## src/rtl/multi_channel_replay_queue_pkg.sv

```systemverilog
// Shared sizing helpers for the multi-channel replay queue and its group FIFO.
package multi_channel_replay_queue_pkg;

    // Countdown holds values 0..REPLAY_DELAY-1; keep at least one bit.
    function automatic int countdown_width(input int delay);
        return (delay > 1) ? $clog2(delay) : 1;
    endfunction

    function automatic int index_width(input int depth);
        return $clog2(depth);
    endfunction

    // One extra bit so a full queue (count == DEPTH) is distinguishable from empty.
    function automatic int count_width(input int depth);
        return $clog2(depth) + 1;
    endfunction

endpackage

```

## src/rtl/multi_channel_replay_queue_fifo.sv

```systemverilog
// Circular group storage with head/tail pointers, occupancy count and a
// per-slot countdown that marks when each stored group may be replayed.
module replay_group_fifo
    import multi_channel_replay_queue_pkg::*;
#(
    parameter int NUM_CH       = 4,
    parameter int DATA_WIDTH   = 64,
    parameter int DEPTH        = 16,
    parameter int REPLAY_DELAY = 2,
    localparam int IW  = index_width(DEPTH),
    localparam int CW  = count_width(DEPTH),
    localparam int CDW = countdown_width(REPLAY_DELAY)
) (
    input  logic                         clk,
    input  logic                         rst,
    input  logic                         flush,
    input  logic                         push,
    input  logic                         pop,
    input  logic [NUM_CH-1:0]            push_entry,
    input  logic [NUM_CH*DATA_WIDTH-1:0] push_data,
    output logic                         head_valid,
    output logic                         head_eligible,
    output logic [NUM_CH-1:0]            head_entry,
    output logic [NUM_CH*DATA_WIDTH-1:0] head_data,
    output logic                         full,
    output logic [CW-1:0]                count,
    output logic [CW-1:0]                count_next
);

    logic [NUM_CH-1:0]            slot_entry [DEPTH];
    logic [NUM_CH*DATA_WIDTH-1:0] slot_data  [DEPTH];
    logic [CDW-1:0]               slot_cd    [DEPTH];
    logic [IW-1:0]                head;
    logic [IW-1:0]                tail;
    logic                         wr;
    logic                         rd;

    function automatic logic [CDW-1:0] dec_sat(input logic [CDW-1:0] v);
        return (v == '0) ? v : v - CDW'(1);
    endfunction

    assign head_valid    = (count != '0);
    assign full          = (count == CW'(DEPTH));
    assign head_entry    = slot_entry[head];
    assign head_data     = slot_data[head];
    assign head_eligible = (slot_cd[head] == '0);

    // When full, head and tail alias; a same-cycle pop frees the slot being written.
    assign rd = pop & head_valid;
    assign wr = push & (~full | rd) & ~flush;

    always_comb begin
        count_next = count;
        if (flush)
            count_next = '0;
        else
            count_next = count + CW'(wr) - CW'(rd);
    end

    always_ff @(posedge clk) begin
        if (rst || flush) begin
            head  <= '0;
            tail  <= '0;
            count <= '0;
        end else begin
            if (wr)
                tail <= tail + IW'(1);
            if (rd)
                head <= head + IW'(1);
            count <= count_next;
        end
    end

    // Payload and countdown storage; validity is carried entirely by the pointers and count.
    always_ff @(posedge clk) begin
        for (int i = 0; i < DEPTH; i++) begin
            if (wr && tail == IW'(i)) begin
                slot_entry[i] <= push_entry;
                slot_data[i]  <= push_data;
                slot_cd[i]    <= CDW'(REPLAY_DELAY - 1);
            end else begin
                slot_cd[i]    <= dec_sat(slot_cd[i]);
            end
        end
    end

endmodule

```

## src/rtl/multi_channel_replay_queue.sv

```systemverilog
// Multi-channel replay queue: records issued-op groups, ages them, and replays
// them in FIFO order to the issue stages subject to stall and flush.
module multi_channel_replay_queue
    import multi_channel_replay_queue_pkg::*;
#(
    parameter int NUM_CH         = 4,
    parameter int DATA_WIDTH     = 64,
    parameter int DEPTH          = 16,
    parameter int REPLAY_DELAY   = 2,
    parameter int ALMOST_FULL_TH = 4,
    localparam int CW = count_width(DEPTH)
) (
    input  logic                         clk,
    input  logic                         rst,
    input  logic                         stall,
    input  logic                         flush,
    input  logic [NUM_CH-1:0]            recordEntry,
    input  logic [NUM_CH*DATA_WIDTH-1:0] recordData,
    output logic                         replay,
    output logic [NUM_CH-1:0]            replayEntry,
    output logic [NUM_CH*DATA_WIDTH-1:0] replayData,
    output logic [CW-1:0]                count,
    output logic                         almostFull,
    output logic                         overflow
);

    logic                         any_record;
    logic                         pop;
    logic                         head_valid;
    logic                         head_eligible;
    logic                         full;
    logic [NUM_CH-1:0]            head_entry;
    logic [NUM_CH*DATA_WIDTH-1:0] head_data;
    logic [CW-1:0]                count_next;

    assign any_record = |recordEntry;
    assign pop        = head_valid & head_eligible & ~stall & ~flush;

    replay_group_fifo #(
        .NUM_CH      (NUM_CH),
        .DATA_WIDTH  (DATA_WIDTH),
        .DEPTH       (DEPTH),
        .REPLAY_DELAY(REPLAY_DELAY)
    ) u_fifo (
        .clk          (clk),
        .rst          (rst),
        .flush        (flush),
        .push         (any_record),
        .pop          (pop),
        .push_entry   (recordEntry),
        .push_data    (recordData),
        .head_valid   (head_valid),
        .head_eligible(head_eligible),
        .head_entry   (head_entry),
        .head_data    (head_data),
        .full         (full),
        .count        (count),
        .count_next   (count_next)
    );

    assign replay      = pop;
    assign replayEntry = pop ? head_entry : '0;
    assign replayData  = pop ? head_data  : '0;

    // Flags track the post-edge occupancy so they line up with count.
    always_ff @(posedge clk) begin
        if (rst) begin
            almostFull <= 1'b0;
            overflow   <= 1'b0;
        end else begin
            almostFull <= ((DEPTH - int'(count_next)) <= ALMOST_FULL_TH);
            if (any_record && full && !pop && !flush)
                overflow <= 1'b1;
        end
    end

endmodule

```

## config.mk

```make
export PLATFORM = sky130hd
export DESIGN_NAME = multi_channel_replay_queue
export DESIGN_NICKNAME = d
export VERILOG_FILES = /design/src/rtl/multi_channel_replay_queue_pkg.sv /design/src/rtl/multi_channel_replay_queue_fifo.sv /design/src/rtl/multi_channel_replay_queue.sv
export SDC_FILE = /design/constraint.sdc
export NUM_CORES = 2
export LEC_CHECK = 0
export ABC_CLOCK_PERIOD_IN_PS = 25200
export CORE_MARGIN = 2
export CORE_UTILIZATION = 60
export CTS_BUF_LIST = sky130_fd_sc_hd__clkbuf_2 sky130_fd_sc_hd__clkbuf_4 sky130_fd_sc_hd__clkbuf_8
export DETAILED_ROUTE_END_ITERATION = 7
export PLACE_DENSITY = 0.75
export SYNTH_ARGS = -nofsm -noshare
export SYNTH_HDL_FRONTEND = slang
export SYNTH_MEMORY_MAX_BITS = 65536
export SYNTH_SLANG_ARGS = --single-unit
```

## constraint.sdc

```tcl
create_clock -name clk -period 25.2 [get_ports clk]
set_input_delay 2.52 -clock clk [delete_from_list [all_inputs] [get_ports clk]]
set_output_delay 2.52 -clock clk [all_outputs]
set_load 0.1 [all_outputs]
```

==> run summary <==
Counting every net in the synthesized netlist gives 6501. The tools report the count of placed standard cells including taps as 10100. No sink is reached through more buffers than the 4 on the longest clock path. Detailed placement ended at an HPWL of 183000 microns.

In this run, the clock network consumes 38.6% of the power. After detailed routing, the number of vias per cell comes to 6.55. Internal power comes to 10.9 mW.

The critical path is of the flip-flop to output pin type. Hold is met by 0.492 ns. The power per unit of standard cell area works out to 77.2 nW/um^2.

The post-synthesis area per instance is 25.6 sq um, and the sequential element share of the synthesized area is 78.9%. The logs give 15300 for the filler cell count in the final layout and 164 for the largest net degree at the start of global routing. 532 I/O pins were placed.

Relative to the synthesized area, the layout overhead comes to 13.5%. The tools report the area occupied by multi-input gates as 31800 sq um. After routing, the total negative slack on setup checks comes to 0 ns. The number of antenna violations at the first check in global routing came out at 105.

The floorplan has 189 rows. The logs give 0 for the count of pins over their slew limit and 7456 for the count of nets after finishing. IR analysis of the VDD net gives a maximum drop of 0.0000684 V. For the number of instances in the synthesized netlist, the log shows 6225. For this run, the number of Yosys warnings is 0. The number of buffers inserted to repair setup after CTS was 0.

The number of H-tree levels was 6; the routed wire length on met2 was 179000 microns. Once layout is complete, the cells apart from fillers number 11200. The number of input and output port buffers inserted was 531; the register cell area after layout was 126000 sq um. Clock skew after layout: 0.0595 ns. The region available for standard cell placement spans 265000 sq um.

The worst hold path passes through 2 cells. Across the run, the number of max-cap violations was 0. In the routed design, unresolved DRC markers number 0. The share of async-settable or async-resettable flops after synthesis was 0%.

For the total congestion overflow after global routing, the log shows 0. The routed wire length on met3 was 34900 microns; the post-route fraction of the period consumed by the critical path was 45.5%. The reported net switching power is 3.09 mW. For the worst-skew pair later-pin latency, the log shows 1.17 ns. The total wire length after detailed routing is 362000 microns, and the wire length of the first global-routing pass is 522000 microns.

Once layout is complete, the utilization of the core stands at 68.3%. After detailed routing, no signal wire sits above met5. For this design the static power due to leakage is 55.4 nW. Derived from the worst setup path, the maximum achievable clock frequency is 87.2 MHz. The tools report the total power as 13.9 mW. In this run switching power makes up 22.1% of total power.

Counting I/O delays and the setup requirement, the final critical path takes 11.47 ns. In this run the most critical hold path is launched from u_fifo.head[3]. The total of endpoints with negative setup slack in the final report is 0. Clock sink count: 4195. Among all flip-flop cells after synthesis, the most frequent one is edfxtp_1. The maximum fanout along the worst path is 49, and the number of global-route vias before repair is 76200. Clock-pin slew was measured on the worst setup and hold paths at 0.06 ns.

Type of the most critical hold path: flip-flop to flip-flop. The wire length per cell works out to 32.2 microns. Setup repair after global routing left no endpoint under its margin. The quantity of gates resized following cts is 0, and the number of flops mapped to enable cells by yosys is 4160.

Per report_power, the combinational group accounts for 5.6% of the total. TritonCTS created 645 clock buffers. In the final layout, the share of cells above drive strength 1 is 31.8%.

The first-pass iteration count of the detailed router came out at 5. The die outline height was 519 microns; the effective utilization at floorplan was 60.2%. Data on the critical path is required at its endpoint by 22.68 ns. The run finished with clean final reports. The die covers 270000 sq um. The tools report the cell chosen for the clock root as clkbuf_8. Registers are responsible for 55.8% of the overall power. For this design, the CTS-stage hold fixing added 0 buffers. The number of different library cells used by synthesis comes to 40. In this run, synthesis produced a sequential element count of 4195.

The routed layout has 73500 vias. The cell depth of the worst flop-to-flop path works out to 9. The number of nets still failing antenna checks after routing is 0, and the transition at the pin with the smallest max-transition slack is 1.28 ns. TritonCTS built the clock tree. The run gives 8524 as the number of design-rule violations left by the first detailed-router iteration. The run gives 14.7% as the worst slew slack as a fraction of its limit. The detailed router put a total of 137000 microns of wire on met1.

The run gives 8.95 ns as the data arrival time at the worst-slack endpoint. The horizontal die dimension is 519 microns. The startpoint type of the worst setup path was a flip-flop.

In this run the cell area of the synthesized design comes to 159000 sq um. For this run, the total global-route usage over all layers was measured as 26.8%. The logs give 0 for the count of final hold-check violations and 0.767 for the weighted congestion at the end of routability-driven global placement. The worst setup path is captured at an output pin.
## metal layers
layer / vias to the layer above / GRT usage, %
met3: 700 / 6.57
met4: 94 / 8.32
met1: 39400 / 37.4
met2: 3983 / 42.7
li1: 29300 / -
met5: - / 0
## critical path, cell delays in order (launching register included)
cell	delay, ns
dfxtp_4	0.95
buf_4	0.82
buf_4	0.82
buf_4	0.78
buf_4	0.87
buf_4	0.83
mux4_2	0.61
mux4_2	0.60
and3_1	0.22
clkdlybuf4s50_1	0.97
## through the flow
stage	instance area, sq um	worst slack (ns)
after floorplan	159000	2.48
after global placement	168000	14.66
after detailed placement	168000	14.56
after CTS	181000	13.27
after global routing	181000	12.86
final	181000	13.73
## path summary, 6_finish.rpt
path	end	slack (ns)
worst max-delay path	replayData[146]	13.73
worst min-delay path	flip-flop	0.49
worst max register to register	u_fifo.slot_data[15][128]	17.61
worst min register to register	flip-flop	0.49
## logic make-up (layout without fill, tap and decap cells)
group	count (synthesis)	after routing	synth area share, %
compound gates	22	22	0.0998
xor+xnor	3	3	0.0165
fa+ha+maj	12	12	0.0990
buf+inv	361	1786	1.23
simple gates	324	324	1.23
other cells	0	47	0
flops	4195	4195	78.9
mux	1308	1308	18.5
## power groups by stage
stage | Clock [mW] | Sequential (mW) | Combinational [mW]
global route | 5.77 | 7.78 | 0.814
detailed placement | 0 | 7.92 | 0.779
finish | 5.39 | 7.78 | 0.778
CTS | 5.49 | 7.78 | 0.782
floorplan | 0 | 7.95 | 0.450
global placement | 0 | 7.92 | 0.763
## cells in the mapped netlist (2+ instances only)
cell type,instances,share of area [%]
nand2b_1,2,0.0079
mux4_2,1299,18
o21ai_1,2,0.0063
nand2_1,11,0.026
a21oi_1,7,0.022
or3_1,3,0.012
and2_1,3,0.012
nor3_1,2,0.0063
mux4_1,4,0.066
or4_1,2,0.0094
o211ai_1,4,0.019
buf_6,69,0.49
ha_1,11,0.086
xor2_1,2,0.011
buf_2,66,0.21
and3_1,275,1.1
dfxtp_1,35,0.44
mux2i_1,5,0.031
nand3_1,3,0.0094
nor2b_1,7,0.027
nor2_1,12,0.028
inv_1,11,0.026
buf_1,15,0.035
edfxtp_1,4160,78
clkbuf_1,200,0.47
## cell type report
type                            count  area share, %
Timing Repair Buffer              658           3.59
Tap cell                         3533           2.45
Sequential cell                  4195           69.5
Clock inverter                    243          0.861
Inverter                           11         0.0228
Antenna cell                       47         0.0651
Clock buffer                      874           5.90
Multi-Input combinational cell   1669           17.6
## state kept, by name, indices dropped and copies added (netlist names), named ones only
name               cells
u_fifo.head            4
u_fifo.count           5
overflow               1
u_fifo.slot_cd        16
u_fifo.tail            4
u_fifo.slot_entry     64
almostFull             1
u_fifo.slot_data    4096
## cell usage in the layout (no fill, tap or decap), types with 31 or more instances in the layout
master,n
and3_1,261
clkbuf_4,219
buf_4,114
diode_2,47
clkinv_1,142
mux4_2,1299
dfxtp_1,31
clkbuf_8,655
clkdlybuf4s50_1,526
edfxtp_1,4160
clkinv_2,41
Power figures use the tool's default switching activity.
